`config.mk`:
```
export PLATFORM = sky130hd
export DESIGN_NAME = result_encoder_transmitter
export DESIGN_NICKNAME = d
export VERILOG_FILES = /design/src/rtl/result_encoder_transmitter.sv
export SDC_FILE = /design/constraint.sdc
export NUM_CORES = 1
export LEC_CHECK = 0
export ABC_AREA = 1
export CAP_MARGIN = 5
export CORE_UTILIZATION = 40
export DETAILED_ROUTE_END_ITERATION = 12
export PLACE_DENSITY_LB_ADDON = 0.12
export SYNTH_ARGS = -nofsm -noshare
export SYNTH_HDL_FRONTEND = slang
export SYNTH_SLANG_ARGS = --single-unit
```
`constraint.sdc`:
```
create_clock -name CLK -period 3.3 [get_ports CLK]
set_input_delay 0.33 -clock CLK [delete_from_list [all_inputs] [get_ports CLK]]
set_output_delay 0.33 -clock CLK [all_outputs]
set_load 0.01 [all_outputs]
```
`src/rtl/result_encoder_transmitter.sv`:
```
// Result encoder/transmitter: reads solver elements from RAM, run-length encodes
// their bits into PACKET_SIZE-bit packets, and sends 32-bit words to the CPU
// over a valid/ack handshake. Frame: size header, count header, data, trailer.
module result_encoder_transmitter #(
  parameter int unsigned ADDRESS_WIDTH = 13,
  parameter int unsigned DATA_WIDTH    = 64,
  parameter int unsigned PACKET_SIZE   = 8,
  parameter int unsigned BASE_ADDRESS  = 5007
) (
  input  logic                     CLK,
  input  logic                     RST,
  input  logic                     Encoding_Enable,
  input  logic [ADDRESS_WIDTH-1:0] Element_Count,
  output logic                     RAM_Read_Enable,
  output logic [ADDRESS_WIDTH-1:0] RAM_Address,
  input  logic [DATA_WIDTH-1:0]    RAM_Data,
  output logic [31:0]              CPU_Bus,
  output logic                     Word_Valid,
  input  logic                     CPU_Ack,
  output logic                     Busy,
  output logic                     Done_Encoding
);

  localparam int unsigned K  = 32 / PACKET_SIZE;
  localparam int unsigned CW = $clog2(K + 1);
  localparam int unsigned BW = $clog2(DATA_WIDTH + 1);
  localparam logic [PACKET_SIZE-1:0] MAXRUN = '1;

  typedef enum logic [3:0] {
    S_IDLE, S_HDR0, S_HDR1, S_FETCH, S_WAIT_RAM, S_ENCODE, S_FLUSH, S_TRAILER, S_DONE
  } state_e;

  state_e                   state_q, state_d;
  logic [ADDRESS_WIDTH-1:0] count_q, count_d, idx_q, idx_d, addr_q, addr_d;
  logic [DATA_WIDTH-1:0]    sh_q, sh_d;
  logic [BW-1:0]            bits_q, bits_d;
  logic                     cur_q, cur_d;
  logic [PACKET_SIZE-1:0]   run_q, run_d;
  logic [15:0]              pkt_cnt_q, pkt_cnt_d;
  logic [31:0]              asm_q, asm_d, out_q, out_d;
  logic [CW-1:0]            asm_cnt_q, asm_cnt_d;
  logic                     out_vld_q, out_vld_d, trl_q, trl_d;

  // Per-cycle events handed from the datapath to the next-state logic
  logic hdr_ld_c, elem_end_c, last_c, flush_done_c, trl_sent_c;

  // Datapath next-state: handshake, packet assembly and run-length encoding
  always_comb begin
    logic                   out_free, xfer, move, emit, consume;
    logic [31:0]            asm_base;
    logic [CW-1:0]          cnt_base;
    logic [PACKET_SIZE-1:0] pkt;
    int unsigned            shamt;
    count_d = count_q; idx_d = idx_q; addr_d = addr_q; sh_d = sh_q; bits_d = bits_q;
    cur_d = cur_q; run_d = run_q; pkt_cnt_d = pkt_cnt_q; out_d = out_q;
    out_vld_d = out_vld_q; trl_d = trl_q;
    hdr_ld_c = 1'b0; elem_end_c = 1'b0; last_c = 1'b0; flush_done_c = 1'b0; trl_sent_c = 1'b0;
    emit = 1'b0; consume = 1'b0; pkt = '0; shamt = 0;

    out_free = !out_vld_q || CPU_Ack;
    xfer     = out_vld_q && CPU_Ack;
    move     = (asm_cnt_q == CW'(K)) && out_free;
    if (xfer) out_vld_d = 1'b0;
    if (move) begin
      out_d     = asm_q;
      out_vld_d = 1'b1;
    end
    asm_base  = move ? 32'd0 : asm_q;
    cnt_base  = move ? CW'(0) : asm_cnt_q;
    asm_d     = asm_base;
    asm_cnt_d = cnt_base;

    case (state_q)
      S_IDLE: if (Encoding_Enable) begin
        count_d = Element_Count; idx_d = '0; addr_d = ADDRESS_WIDTH'(BASE_ADDRESS);
        cur_d = 1'b0; run_d = '0; pkt_cnt_d = '0; asm_d = '0; asm_cnt_d = '0; trl_d = 1'b0;
      end
      S_HDR0: if (out_free) begin
        out_d = 32'(PACKET_SIZE); out_vld_d = 1'b1; hdr_ld_c = 1'b1;
      end
      S_HDR1: if (out_free) begin
        out_d = 32'(count_q); out_vld_d = 1'b1; hdr_ld_c = 1'b1;
      end
      S_WAIT_RAM: begin
        sh_d   = RAM_Data;
        bits_d = BW'(DATA_WIDTH);
      end
      S_ENCODE: if (cnt_base < CW'(K)) begin
        if (sh_q[DATA_WIDTH-1] == cur_q) begin
          if (run_q != MAXRUN) begin
            run_d = run_q + PACKET_SIZE'(1); consume = 1'b1;
          end else begin
            emit = 1'b1; pkt = run_q; cur_d = ~cur_q; run_d = '0;
          end
        end else begin
          emit = 1'b1; pkt = run_q; cur_d = sh_q[DATA_WIDTH-1];
          run_d = PACKET_SIZE'(1); consume = 1'b1;
        end
      end
      S_FLUSH: begin
        if (run_q != '0) begin
          if (cnt_base < CW'(K)) begin
            emit = 1'b1; pkt = run_q; run_d = '0;
          end
        end else if (cnt_base != '0 && cnt_base < CW'(K)) begin
          asm_cnt_d = CW'(K);
        end else if (asm_cnt_q == '0) begin
          flush_done_c = 1'b1;
        end
      end
      S_TRAILER: begin
        if (!trl_q && out_free) begin
          out_d = 32'(pkt_cnt_q); out_vld_d = 1'b1; trl_d = 1'b1;
        end
        if (trl_q && xfer) trl_sent_c = 1'b1;
      end
      default: ;
    endcase

    if (consume) begin
      sh_d   = sh_q << 1;
      bits_d = bits_q - BW'(1);
      if (bits_q == BW'(1)) begin
        elem_end_c = 1'b1;
        idx_d      = idx_q + ADDRESS_WIDTH'(1);
        addr_d     = addr_q + ADDRESS_WIDTH'(1);
        last_c     = (idx_q + ADDRESS_WIDTH'(1)) == count_q;
      end
    end
    if (emit) begin
      shamt     = 32 - PACKET_SIZE * (32'(cnt_base) + 1);
      asm_d     = asm_base | (32'(pkt) << shamt);
      asm_cnt_d = cnt_base + CW'(1);
      pkt_cnt_d = pkt_cnt_q + 16'd1;
    end
  end

  // Datapath registers
  always_ff @(posedge CLK) begin
    if (RST) begin
      count_q <= '0; idx_q <= '0; addr_q <= ADDRESS_WIDTH'(BASE_ADDRESS);
      sh_q <= '0; bits_q <= '0; cur_q <= 1'b0; run_q <= '0; pkt_cnt_q <= '0;
      asm_q <= '0; asm_cnt_q <= '0; out_q <= '0; out_vld_q <= 1'b0; trl_q <= 1'b0;
    end else begin
      count_q <= count_d; idx_q <= idx_d; addr_q <= addr_d;
      sh_q <= sh_d; bits_q <= bits_d; cur_q <= cur_d; run_q <= run_d; pkt_cnt_q <= pkt_cnt_d;
      asm_q <= asm_d; asm_cnt_q <= asm_cnt_d; out_q <= out_d; out_vld_q <= out_vld_d; trl_q <= trl_d;
    end
  end

  // FSM state register
  always_ff @(posedge CLK) begin
    if (RST) state_q <= S_IDLE;
    else     state_q <= state_d;
  end

  // FSM next-state logic
  always_comb begin
    state_d = state_q;
    case (state_q)
      S_IDLE:     if (Encoding_Enable) state_d = S_HDR0;
      S_HDR0:     if (hdr_ld_c) state_d = S_HDR1;
      S_HDR1:     if (hdr_ld_c) state_d = (count_q == '0) ? S_TRAILER : S_FETCH;
      S_FETCH:    state_d = S_WAIT_RAM;
      S_WAIT_RAM: state_d = S_ENCODE;
      S_ENCODE:   if (elem_end_c) state_d = last_c ? S_FLUSH : S_FETCH;
      S_FLUSH:    if (flush_done_c) state_d = S_TRAILER;
      S_TRAILER:  if (trl_sent_c) state_d = S_DONE;
      S_DONE:     state_d = S_IDLE;
      default:    state_d = S_IDLE;
    endcase
  end

  // FSM outputs, decoded from registered state and datapath registers
  always_comb begin
    RAM_Read_Enable = (state_q == S_FETCH);
    Busy            = (state_q != S_IDLE);
    Done_Encoding   = (state_q == S_DONE);
    RAM_Address     = addr_q;
    CPU_Bus         = out_q;
    Word_Valid      = out_vld_q;
  end

endmodule

```
==> results.txt, run 1 <==
* Run status: finished clean
* I/O Pins: 130
- The final hold violation count is 0.
- The routed layout has 9124 vias.
- In this run the worst hold path is classified as in2reg.
- Count of input and output buffers: 129
- Placeable Area: 0.02361 sq mm
- Starting utilization of the core area: 0.4095
- Wire length per cell: 14.60 um
- The worst register-to-register path ends at RAM_Address[3].
- The first routing iteration left 512 violations.
* Pin slew with the least headroom to its limit: 998.6 ps
- Counting cells, the worst reg-to-reg path comes to 9.
- Number of resized instances in the post-cts repair step: 0
- The worst setup path is of the reg2reg kind.
- dfxtp_1 takes more of the synthesized area than any other cell.
- Critical Path Fanout Max: 15
* Die W: 157.5 um
- Clock-pin slew was measured on the worst setup and hold paths at 60 ps.
- After routing, the total negative slack on setup checks comes to 0 ps.
- Yosys attributes the largest share of cell area to dfxtp_1, nand2_1, a21oi_1, nand3_1, nor2_1.
- Required time of the critical path: 3700 ps
* Async set-or-reset flop fraction in the synthesized netlist: 0
* Synthesized netlist net count: 1417
* Total number of placement rows: 56
* Most common library cells after synthesis: nand2_1, dfxtp_1, nor2_1, a21oi_1, nand3_1
* Switching fraction of total power: 0.2705
- In this run the deepest clock path goes through 3 buffers.
- Using the TritonRoute via totals, the vias-per-cell ratio works out to 5.199.
- Pre-Repair DR Iteration Count: 6
- Number of clock sinks seen by CTS: 208
* Cells after Synth: 1325
- For the final database, setup skew stands at 13.86 ps.
* TritonCTS clock tree: yes
- Pin count of the biggest net entering global routing: 92
- Flop and latch count out of synthesis: 208
- Clock latency of the later-clocked register in the worst-skew pair: 520 ps
- Setup repair after global routing left no endpoint under its margin.
- Count of flip-flops with a built-in enable after synthesis: 0
* Count leader, synth: nand2_1
- Post-detailed-route count of antenna-violating nets: 0
- 0 antenna diodes ended up in the layout.
- Dividing the synthesized area by the synthesized cell count gives 7.298 sq um.
* Die outline height: 157.5 um
- Combinational share of power: 0.146
- During synthesis, Yosys emitted a total of 0 warnings.
* Fraction of layout instances using a drive strength above 1: 0.07033
- Sequential cell area in the final layout: 0.004164 sq mm
- Worst setup path start: run_q[1]
- Setup violations remaining at the end of the flow were counted as 0.
* Post-layout min period: 2658 ps
- Via count of the first global-routing pass: 8201
- Syn Std Cell Area: 0.009669 sq mm
* TritonCTS Buffers: 24
- STA classifies the critical path endpoint as a register.
- Max frequency: 0.3762 GHz
- Type of element launching the critical path: register
* Layout overhead on the synthesized area: 23.43%
- The share of the Yosys chip area taken by registers is 0.4306.
* Root Driver: clkbuf_16
- Crit Reg-Reg Startpoint: run_q[1]
- Number of buffers added for setup after CTS: 0
- At the end of the flow, the number of nets in the layout was 1513.
- Detailed placement finished with a half-perimeter wire length of 17.52 mm.
- Maximum ir drop on the vdd rail: 0.0003238 V
* Total global routing overflow: 0
- CTS built an H-tree with a depth of 1.
- Fill cells in the final layout number 2364.
- Total wire length: 25.62 mm
- The number of different library cells used by synthesis comes to 46.
- Floorplan die area: 0.02480 sq mm
- Global-route wire length before repair: 41.97 mm
- After clock tree synthesis, the flow added hold-fix buffers numbering 0.
- Worst relative slew slack: 0.3343
- Of the total power, registers draw 0.429.
- For this design the static power due to leakage is 4.266 nW.
- Proportion of netlist area held by the largest area contributor: 0.4306
- Top flip-flop cell by instance count after synthesis: dfxtp_1
- The number of antenna violations at the first check in global routing was 0.
* Register-to-register setup slack: 640 ps
- Of the total power, the clock network draws 0.426.
- At the worst endpoint, the arrival time is 3060 ps.
- In the routed design, unresolved DRC markers number 0.
- Final critical-path share of the clock period: 0.8054
- For this run, the total global-route usage over all layers was measured as 0.2090.
- Power spread over the standard cell area amounts to 526.3 mW/mm^2.
- Net switching power: 1.699 mW
- Worst setup path end: RAM_Address[3]
- Routability-driven placement finished with a final weighted congestion of 0.8471.
- Internal power component: 4.582 mW
* Post-route total power: 6.281 mW
- The multi-input combinational cells in the finished layout cover a total of 0.004801 sq mm.
* Total count of max-transition violations in the final report: 0
- Max_cap viols: 0
[worst min-delay path by stage]
stage / startpoint / to / slack [ps] / cells after the start
3_3_place_gp: cur_q / cur_q / 450 / 2
3_5_place_dp: cur_q / cur_q / 460 / 2
4_1_cts: RAM_Data[21] / sh_q[21] / 380 / 3
2_1_floorplan: cur_q / cur_q / 440 / 2
5_1_grt: RAM_Data[48] / sh_q[48] / 400 / 3
6_report: RAM_Data[37] / sh_q[37] / 400 / 3
[registers in the layout, summed over array words and instances (netlist names)]
name / count
RAM_Address: 13
asm_q: 32
run_q: 8
CPU_Bus: 32
cur_q: 1
state_q: 4
sh_q: 64
asm_cnt_q: 3
pkt_cnt_q: 16
count_q: 13
trl_q: 1
Word_Valid: 1
bits_q: 7
idx_q: 13
[area by class of cell]
| cell class | count | share of cell area |
|---|---|---|
| timing repair buffer | 143 | 0.1189 |
| clock inverter | 5 | 0.006290 |
| sequential | 208 | 0.3489 |
| tap | 319 | 0.03344 |
| clock buffer | 36 | 0.06007 |
| inverter | 96 | 0.03019 |
| multi-input combinational | 948 | 0.4022 |
[cell families (layout without fill, tap and decap cells)]
logic type,after synthesis,count (layout),synth area share
AND/OR/NAND/NOR,644,644,0.2851
AO/OA/AOI/OAI,251,251,0.1518
flip-flops,208,208,0.4306
buffers and inverters,169,280,0.07414
multiplexers,32,32,0.03507
adder cells (fa/ha/maj),11,11,0.01423
XOR/XNOR,10,10,0.009059
[routing by layer]
metal  global-route usage  up-vias  part of all wire
met5                    0        -                 0
met4              0.05640        0             0.022
met3              0.03634       41             0.055
met2               0.3251      235              0.44
met1               0.2955     4194              0.48
li1                     -     4654                 -
[power by group through the flow]
stage / Combinational [mW] / Clock [mW] / Sequential, mW
floorplan: 0.577 / 0 / 2.72
detailed placement: 0.918 / 0 / 2.74
global placement: 0.914 / 0 / 2.75
global route: 1.02 / 2.85 / 2.70
finish: 0.915 / 2.67 / 2.69
CTS: 0.921 / 2.75 / 2.69
[worst max-delay path: stages (launching register included)]
cell     delay (ps)
dfxtp_1         530
ha_1            240
nand2_1         120
nor2_1          140
nand4_1         230
nand3_2         330
nand2_2         160
inv_1           390
a22oi_1         110
or2_2           290
[metrics by stage]
step	cell area (sq um)	utilization	hold WS [ps]	cells	setup WS (ps)
6_report	11940	0.5055	397.9	1755	642.1
5_1_grt	11940	0.5055	399.3	1755	338.3
4_1_cts	11940	0.5055	379.7	1755	647.3
3_5_place_dp	11140	0.4719	459.6	1714	585.3
3_3_place_gp	11140	0.4719	454.2	1714	628.3
2_1_floorplan	9669	-	439.4	1325	1471
[cell usage in the layout, fill, tap and decap left out, drive strengths merged, types with 27 or more instances in the layout]
master	netlist	layout
nand2	366	366
clkbuf	40	36
nand4	27	27
a31oi	66	66
a21oi	99	99
inv	95	95
o21ai	40	40
nand3	89	89
clkdlybuf4s50	0	128
nor2	125	125
dfxtp	208	208
No activity file was read; power rests on OpenSTA's default activity.
==> run 2, diff against run 1 <==
- clock period: 3.3 -> 2.3 ns (I/O delays scaled with it)
==> run 2 against run 1 <==
  * Global-route usage increased by 0.42 points
  * Cell count increased by 2.2%
  * Register-to-register slack got worse by 390 ps
  * Via count increased by 0.85%
  * Die area unchanged
  * Clock skew decreased by 4.2 ps
  * First-iteration DRC count increased by 14%
  * Clock power increased by 39%
  * Largest power group unchanged
==> results.txt, run 2 (synthesized netlist as in run 1, its figures left out) <==
- At the pin with the least slew margin, the transition time is 779.5 ps.
- Entering global routing, the biggest net connects 148 pins.
* Max Buffers Root-to-Sink: 3
- Most common library cell in the layout ignoring fill and taps: nand2_1
* Area after detailed placement: 0.01148 sq mm
- The slowest stage of the critical path belongs to the cell clkdlybuf4s50_1.
- Last weighted congestion value of the routability-driven placer: 0.8531
* Clock network fraction of design power: 0.414
* Combined buffer and inverter count along the critical path: 2
* Finish-stage setup viols: 0
* Die outline height: 157.5 um
- DR vias: 9202
* Number of flip-flops under the largest register name: 64
* Placeable Area: 0.02361 sq mm
* Top register by number of flip-flops: sh_q
- Critical path's largest stage delay: 580 ps
- Clock-pin slew was measured on the worst setup and hold paths at 60 ps.
- Detailed placement finished with a half-perimeter wire length of 17.74 mm.
* Final critical-path share of the clock period: 0.9417
* Die W: 157.5 um
- Of the total power, the share spent switching nets is 0.2756.
* Hold depth: 3
- Summed over all nets, the switching power comes to 2.475 mW.
* Met1 Resource Use GR: 0.2934
* Multi-input gate area in the final layout: 0.004823 sq mm
* Worst relative slew slack: 0.4803
* Max frequency: 0.4617 GHz
- Setup repair after global routing left no endpoint under its margin.
* Critical Path Fanout Max: 4
* Initial antenna violation count: 0
* Endpoint kind of the worst setup timing path: output pin
* Pwr/cell area: 730.5 mW/mm^2
- Of the total power, combinational logic draws 0.156.
* Maximum ir drop on the vdd rail: 0.0004010 V
- The flow ran to the end, and the final reports show no timing, DRC or antenna violations.
- The share of total power dissipated in sequential elements is 0.429.
* Fraction of layout instances using a drive strength above 1: 0.09898
- The final hold violation count is 0.
* Via count of the first global-routing pass: 8581
- Global-route wire length before repair: 42.93 mm
* Type of the setup path with the least slack: reg2out
* Post-Route Skew: 9.697 ps
* Depth of the worst register-to-register path: 13
* Internal power component: 6.506 mW
* Total non-filler cell area in the finished layout: 0.01229 sq mm
* Worst hold path type: in2reg
* Post-layout min period: 2166 ps
- CTS saw 208 sinks.
- I/O Pins: 130
* Min-delay src: RAM_Data[16]
- Post-detailed-route count of antenna-violating nets: 0
* Met3 demand-to-capacity share in global routing: 0.03276
- The layer flagged by global routing as most heavily used is met2.
- After filler insertion, the fill cell instance count of the layout stands at 2382.
- Starting DRT DRC Count: 585
- Fraction of met2 tracks used by global routing: 0.3449
- Total wire length: 25.90 mm
* DRC violation count after routing: 0
* Count of input and output buffers: 129
* Max_cap viols: 0
- In this run the core area contains 56 standard-cell rows.
- The number of clock buffers added by TritonCTS is 24.
- The floorplan step defined a die boundary enclosing 0.02480 sq mm.
* Final nets: 1551
- In the layout the commonest cells are nand2_1, dfxtp_1, clkdlybuf4s50_1.
- Layout overhead on the synthesized area: 27.13%
- Setup TNS after final layout: 0 ps
- The tree is rooted in a clkbuf_16.
- Sequential cell area in the final layout: 0.004165 sq mm
- Fin util: 0.5206
- Dividing the detail-routed wire length by the instance count gives 14.44 um.
* Total count of max-transition violations in the final report: 0
* Static Leakage: 4.472 nW
* Crit Reg-Reg Startpoint: run_q[1]
* Clock H-tree levels: 1
- Required time of the critical path: 2070 ps
- Clock latency of the later-clocked register in the worst-skew pair: 520 ps
* Total global routing overflow: 0
- Endpoint of the worst-slack reg-to-reg timing path: pkt_cnt_q[9]
- Cell Chain, Critical Path: nor2_1 > inv_1 > nor3_2 > clkdlybuf4s50_1
- Overall Global Routing Usage: 0.2131
- Destination of the worst hold path: sh_q[16]
* Type of element launching the critical path: register
* CP Data Arrival Time: 1940 ps
* TritonCTS clock tree: yes
- Ratio of routed vias to standard cells: 5.129
- Cell type group with the largest total delay on the critical path: buffers and inverters
- Register-to-register setup slack: 250 ps
- Starting utilization of the core area: 0.4095
- Total inserted antenna cells: 0
- Pre-Repair DR Iteration Count: 5
[run 2: worst max path at each step]
stage | start | cells past startpoint | slack [ps] | to
after global placement | CPU_Ack | 10 | 20 | CPU_Bus[3]
final | state_q[2] | 4 | 130 | RAM_Read_Enable
after global routing | pkt_cnt_q[1] | 13 | 20 | pkt_cnt_q[14]
after CTS | run_q[1] | 9 | 80 | RAM_Address[3]
after detailed placement | CPU_Ack | 10 | 80 | CPU_Bus[3]
after floorplan | run_q[0] | 13 | 470 | pkt_cnt_q[9]
[run 2: worst min-delay path: stages]
cell	delay (ps)
clkdlybuf4s50_1	390
nand2_1	60
a31oi_1	70
[run 2: per-stage QoR]
step           power, mW  hold slack (ps)  std cells  setup slack [ps]
4_1_cts            9.093            267.3       1793             76.85
2_1_floorplan      4.738            384.7       1325             471.1
3_3_place_gp       5.334            454.0       1751             22.20
6_report           8.981            289.4       1794             134.1
5_1_grt            9.417            299.1       1794             22.98
3_5_place_dp       5.339            461.3       1751             76.80
[run 2: per-layer routing]
| metal | share of wire | up-vias |
|---|---|---|
| li1 | - | 4717 |
| met1 | 0.47 | 4235 |
| met2 | 0.45 | 215 |
| met3 | 0.051 | 35 |
| met4 | 0.022 | 0 |
| met5 | 0 | - |
[run 2: power by group through the flow]
stage               Sequential, mW  Combinational [mW]  Clock (mW)
global route                  3.87                1.57        3.98
global placement              3.93                1.41           0
finish                        3.86                1.40        3.72
floorplan                     3.91               0.828           0
CTS                           3.85                1.42        3.82
detailed placement            3.93                1.41           0
[run 2: area by class of cell]
type / instances / area share
clock inverters: 4 / 0.001629
repair buffers: 181 / 0.1440
inverters: 96 / 0.02931
clock buffers: 38 / 0.06137
multi-input cells: 948 / 0.3924
well taps: 319 / 0.03247
flip-flops and latches: 208 / 0.3388
[run 2: timing repair]
action | in CTS | in global routing
setup buffers | 0 | 1
gates resized for setup | 1 | 6
hold buffers | 0 | 0
pin swaps | 0 | 2
setup endpoints to repair | 1 | 79
==> run 3, diff against run 2 <==
- PLACE_DENSITY_LB_ADDON: 0.12 -> unset
==> run 3 against run 2 <==
  * Critical path type unchanged
  * Sequential cell count unchanged
  * Clock skew increased by 5.6 ps
  * Power increased by 1.0%
  * Largest cell class unchanged
  * Critical path depth unchanged
  * Non-clock buffer count decreased by 3
  * Cell count decreased by 0.22%
  * Critical endpoint is now Done_Encoding
  * Highest routed layer unchanged
  * Design area about the same
  * Maximum frequency decreased by 0.16%
  * Clock-buffer cell count decreased by 1
  * Worst hold slack improved by 4.8 ps
==> results.txt, run 3 (synthesized netlist as in run 1, its figures left out) <==
* Maximum ir drop on the vdd rail: 0.0004081 V
- In the final layout, the multi-input gates occupy 0.004813 sq mm.
* Run status: finished clean
* Number of clock sinks seen by CTS: 208
- Pin count of the biggest net entering global routing: 148
- Based on the critical path, the design can be clocked at up to 0.4610 GHz.
- The analysis attributes to cell leakage a power of 4.463 nW.
- The library cells used most frequently in the layout, excluding fill and tap cells, are nand2_1, dfxtp_1, clkdlybuf4s50_1.
- Layout overhead on the synthesized area: 27.24%
- Depth of the worst register-to-register path: 7
- Data on the critical path is required at its endpoint by 2070 ps.
- Total count of max-transition violations in the final report: 0
- The setup path with the least slack is of type reg2out.
- Total non-filler cell area in the finished layout: 0.01230 sq mm
- More flip-flops sit in one register than any other, and that register is sh_q.
- In this run the cell area measured after placement is 0.01149 sq mm.
* Final Hold Viols: 0
* Clock H-tree levels: 1
- Last weighted congestion value of the routability-driven placer: 0.8594
* Hpwl dp: 17.57 mm
- I/O Pins: 130
* TritonCTS Buffers: 24
- Final critical-path share of the clock period: 0.9432
- The min-delay analysis places its worst path in the category in2reg.
- In this run, the number of DRC markers left after iteration 0 of detailed routing was 687.
- Ratio of routed vias to standard cells: 5.115
- Total inserted antenna cells: 0
* Type of element launching the critical path: register
- Power comes to 9.072 mW.
- The floorplan step defined a core boundary enclosing 0.02361 sq mm.
- Post-detailed-route count of antenna-violating nets: 0
- For this block, the routed nets add up to 25.85 mm of wire.
* Root Driver: clkbuf_16
* Max Buffers Root-to-Sink: 3
- At the end of the flow the core is filled with cells to 0.5210.
* Starting utilization of the core area: 0.4095
* Worst relative slew slack: 0.4909
- The library cell used most frequently in the layout, excluding fill and tap cells, is nand2_1.
- Global-route wire length before repair: 42.75 mm
- Once the clock tree was built, the resizer swapped 0 gates to a different size.
- From bottom edge to top edge, the die measures 157.5 um.
- Setup slack after placement: -3.079 ps
- For the final database, setup skew stands at 15.32 ps.
- Number of flip-flops under the largest register name: 64
- Pre-Repair DR Iteration Count: 5
- The die covers 0.02480 sq mm.
- For this design, the CTS-stage hold fixing added 0 buffers.
- Count of input and output buffers: 129
* Setup TNS after final layout: 0 ps
- In this run the power density over the cells is 737.4 mW/mm^2.
- Die W: 157.5 um
- Counting instances, the worst hold path has a depth of 3.
- Count of fill cells added during filler insertion: 2375
* Initial antenna violation count: 0
- The routed layout has 9156 vias.
- At the later pin of the worst-skew pair, clock insertion delay measures 520 ps.
* Slack of the critical path: 130.6 ps
- At the pin with the least slew margin, the transition time is 763.7 ps.
- For this run, design rule violations remaining after detail routing come to 0.
- Placed cells: 1748
- Post-layout min period: 2169 ps
- Post-route worst hold slack: 294.1 ps
- The count of cells in the finished layout, fillers not included, comes to 1790.
- For this run, the post-layout net count is 1548.
* Sequential cell area in the final layout: 0.004165 sq mm
* CTS clk-pin slew, worst paths: 60 ps
- Wire length per cell: 14.44 um
- Critical Path Fanout Max: 5
- The worst setup path is captured at an output pin.
- Total number of placement rows: 56
* TritonCTS clock tree: yes
- Setup violations remaining at the end of the flow were counted as 0.
- In the global route stage, overall resource usage came out at 0.2104.
- Fraction of layout instances using a drive strength above 1: 0.09585
- STA puts the critical path data arrival time at 1940 ps.
- Max_cap viols: 0
* Number of buffers added for setup after CTS: 0
* Total global routing overflow: 0
* Via count of the first global-routing pass: 8602
run 3: cell count changes in the layout (fill, tap and decap cells not counted), sizes merged:
cell,delta
clkinvlp,+1
clkinv,-2
buf,-4
bufinv,+1
run 3: layout make-up:
type,count,share of cell area
clock inverters,4,0.003865
well taps,319,0.03244
multi-input cells,948,0.3912
flip-flops and latches,208,0.3386
inverters,96,0.02929
clock buffers,37,0.05939
repair buffers,178,0.1452
run 3: final timing paths:
check                                   from            end  slack [ps]
worst max-delay path              state_q[0]  Done_Encoding         130
worst min register to register      asm_q[7]       asm_q[7]         460
worst min-delay path            RAM_Data[13]       sh_q[13]         290
worst max register to register    state_q[1]    CPU_Bus[23]         210
run 3: metal layers:
metal	global-route usage	up-vias	routed length [um]
met1	0.2878	4203	12410
met5	0	-	0
li1	-	4711	-
met2	0.3460	203	11750
met4	0.05086	0	534
met3	0.03111	39	1158
run 3: power breakdown:
group          switching (mW)  internal (mW)
clock                    1.50           2.28
sequential              0.106           3.74
combinational           0.883          0.560
total                    2.49           6.58
run 3: critical path: stages (launching register included):
cell and delay [ps]:
dfxtp_1 360, nor2_1 160, inv_1 100, nor3_1 220
clkdlybuf4s50_1 590
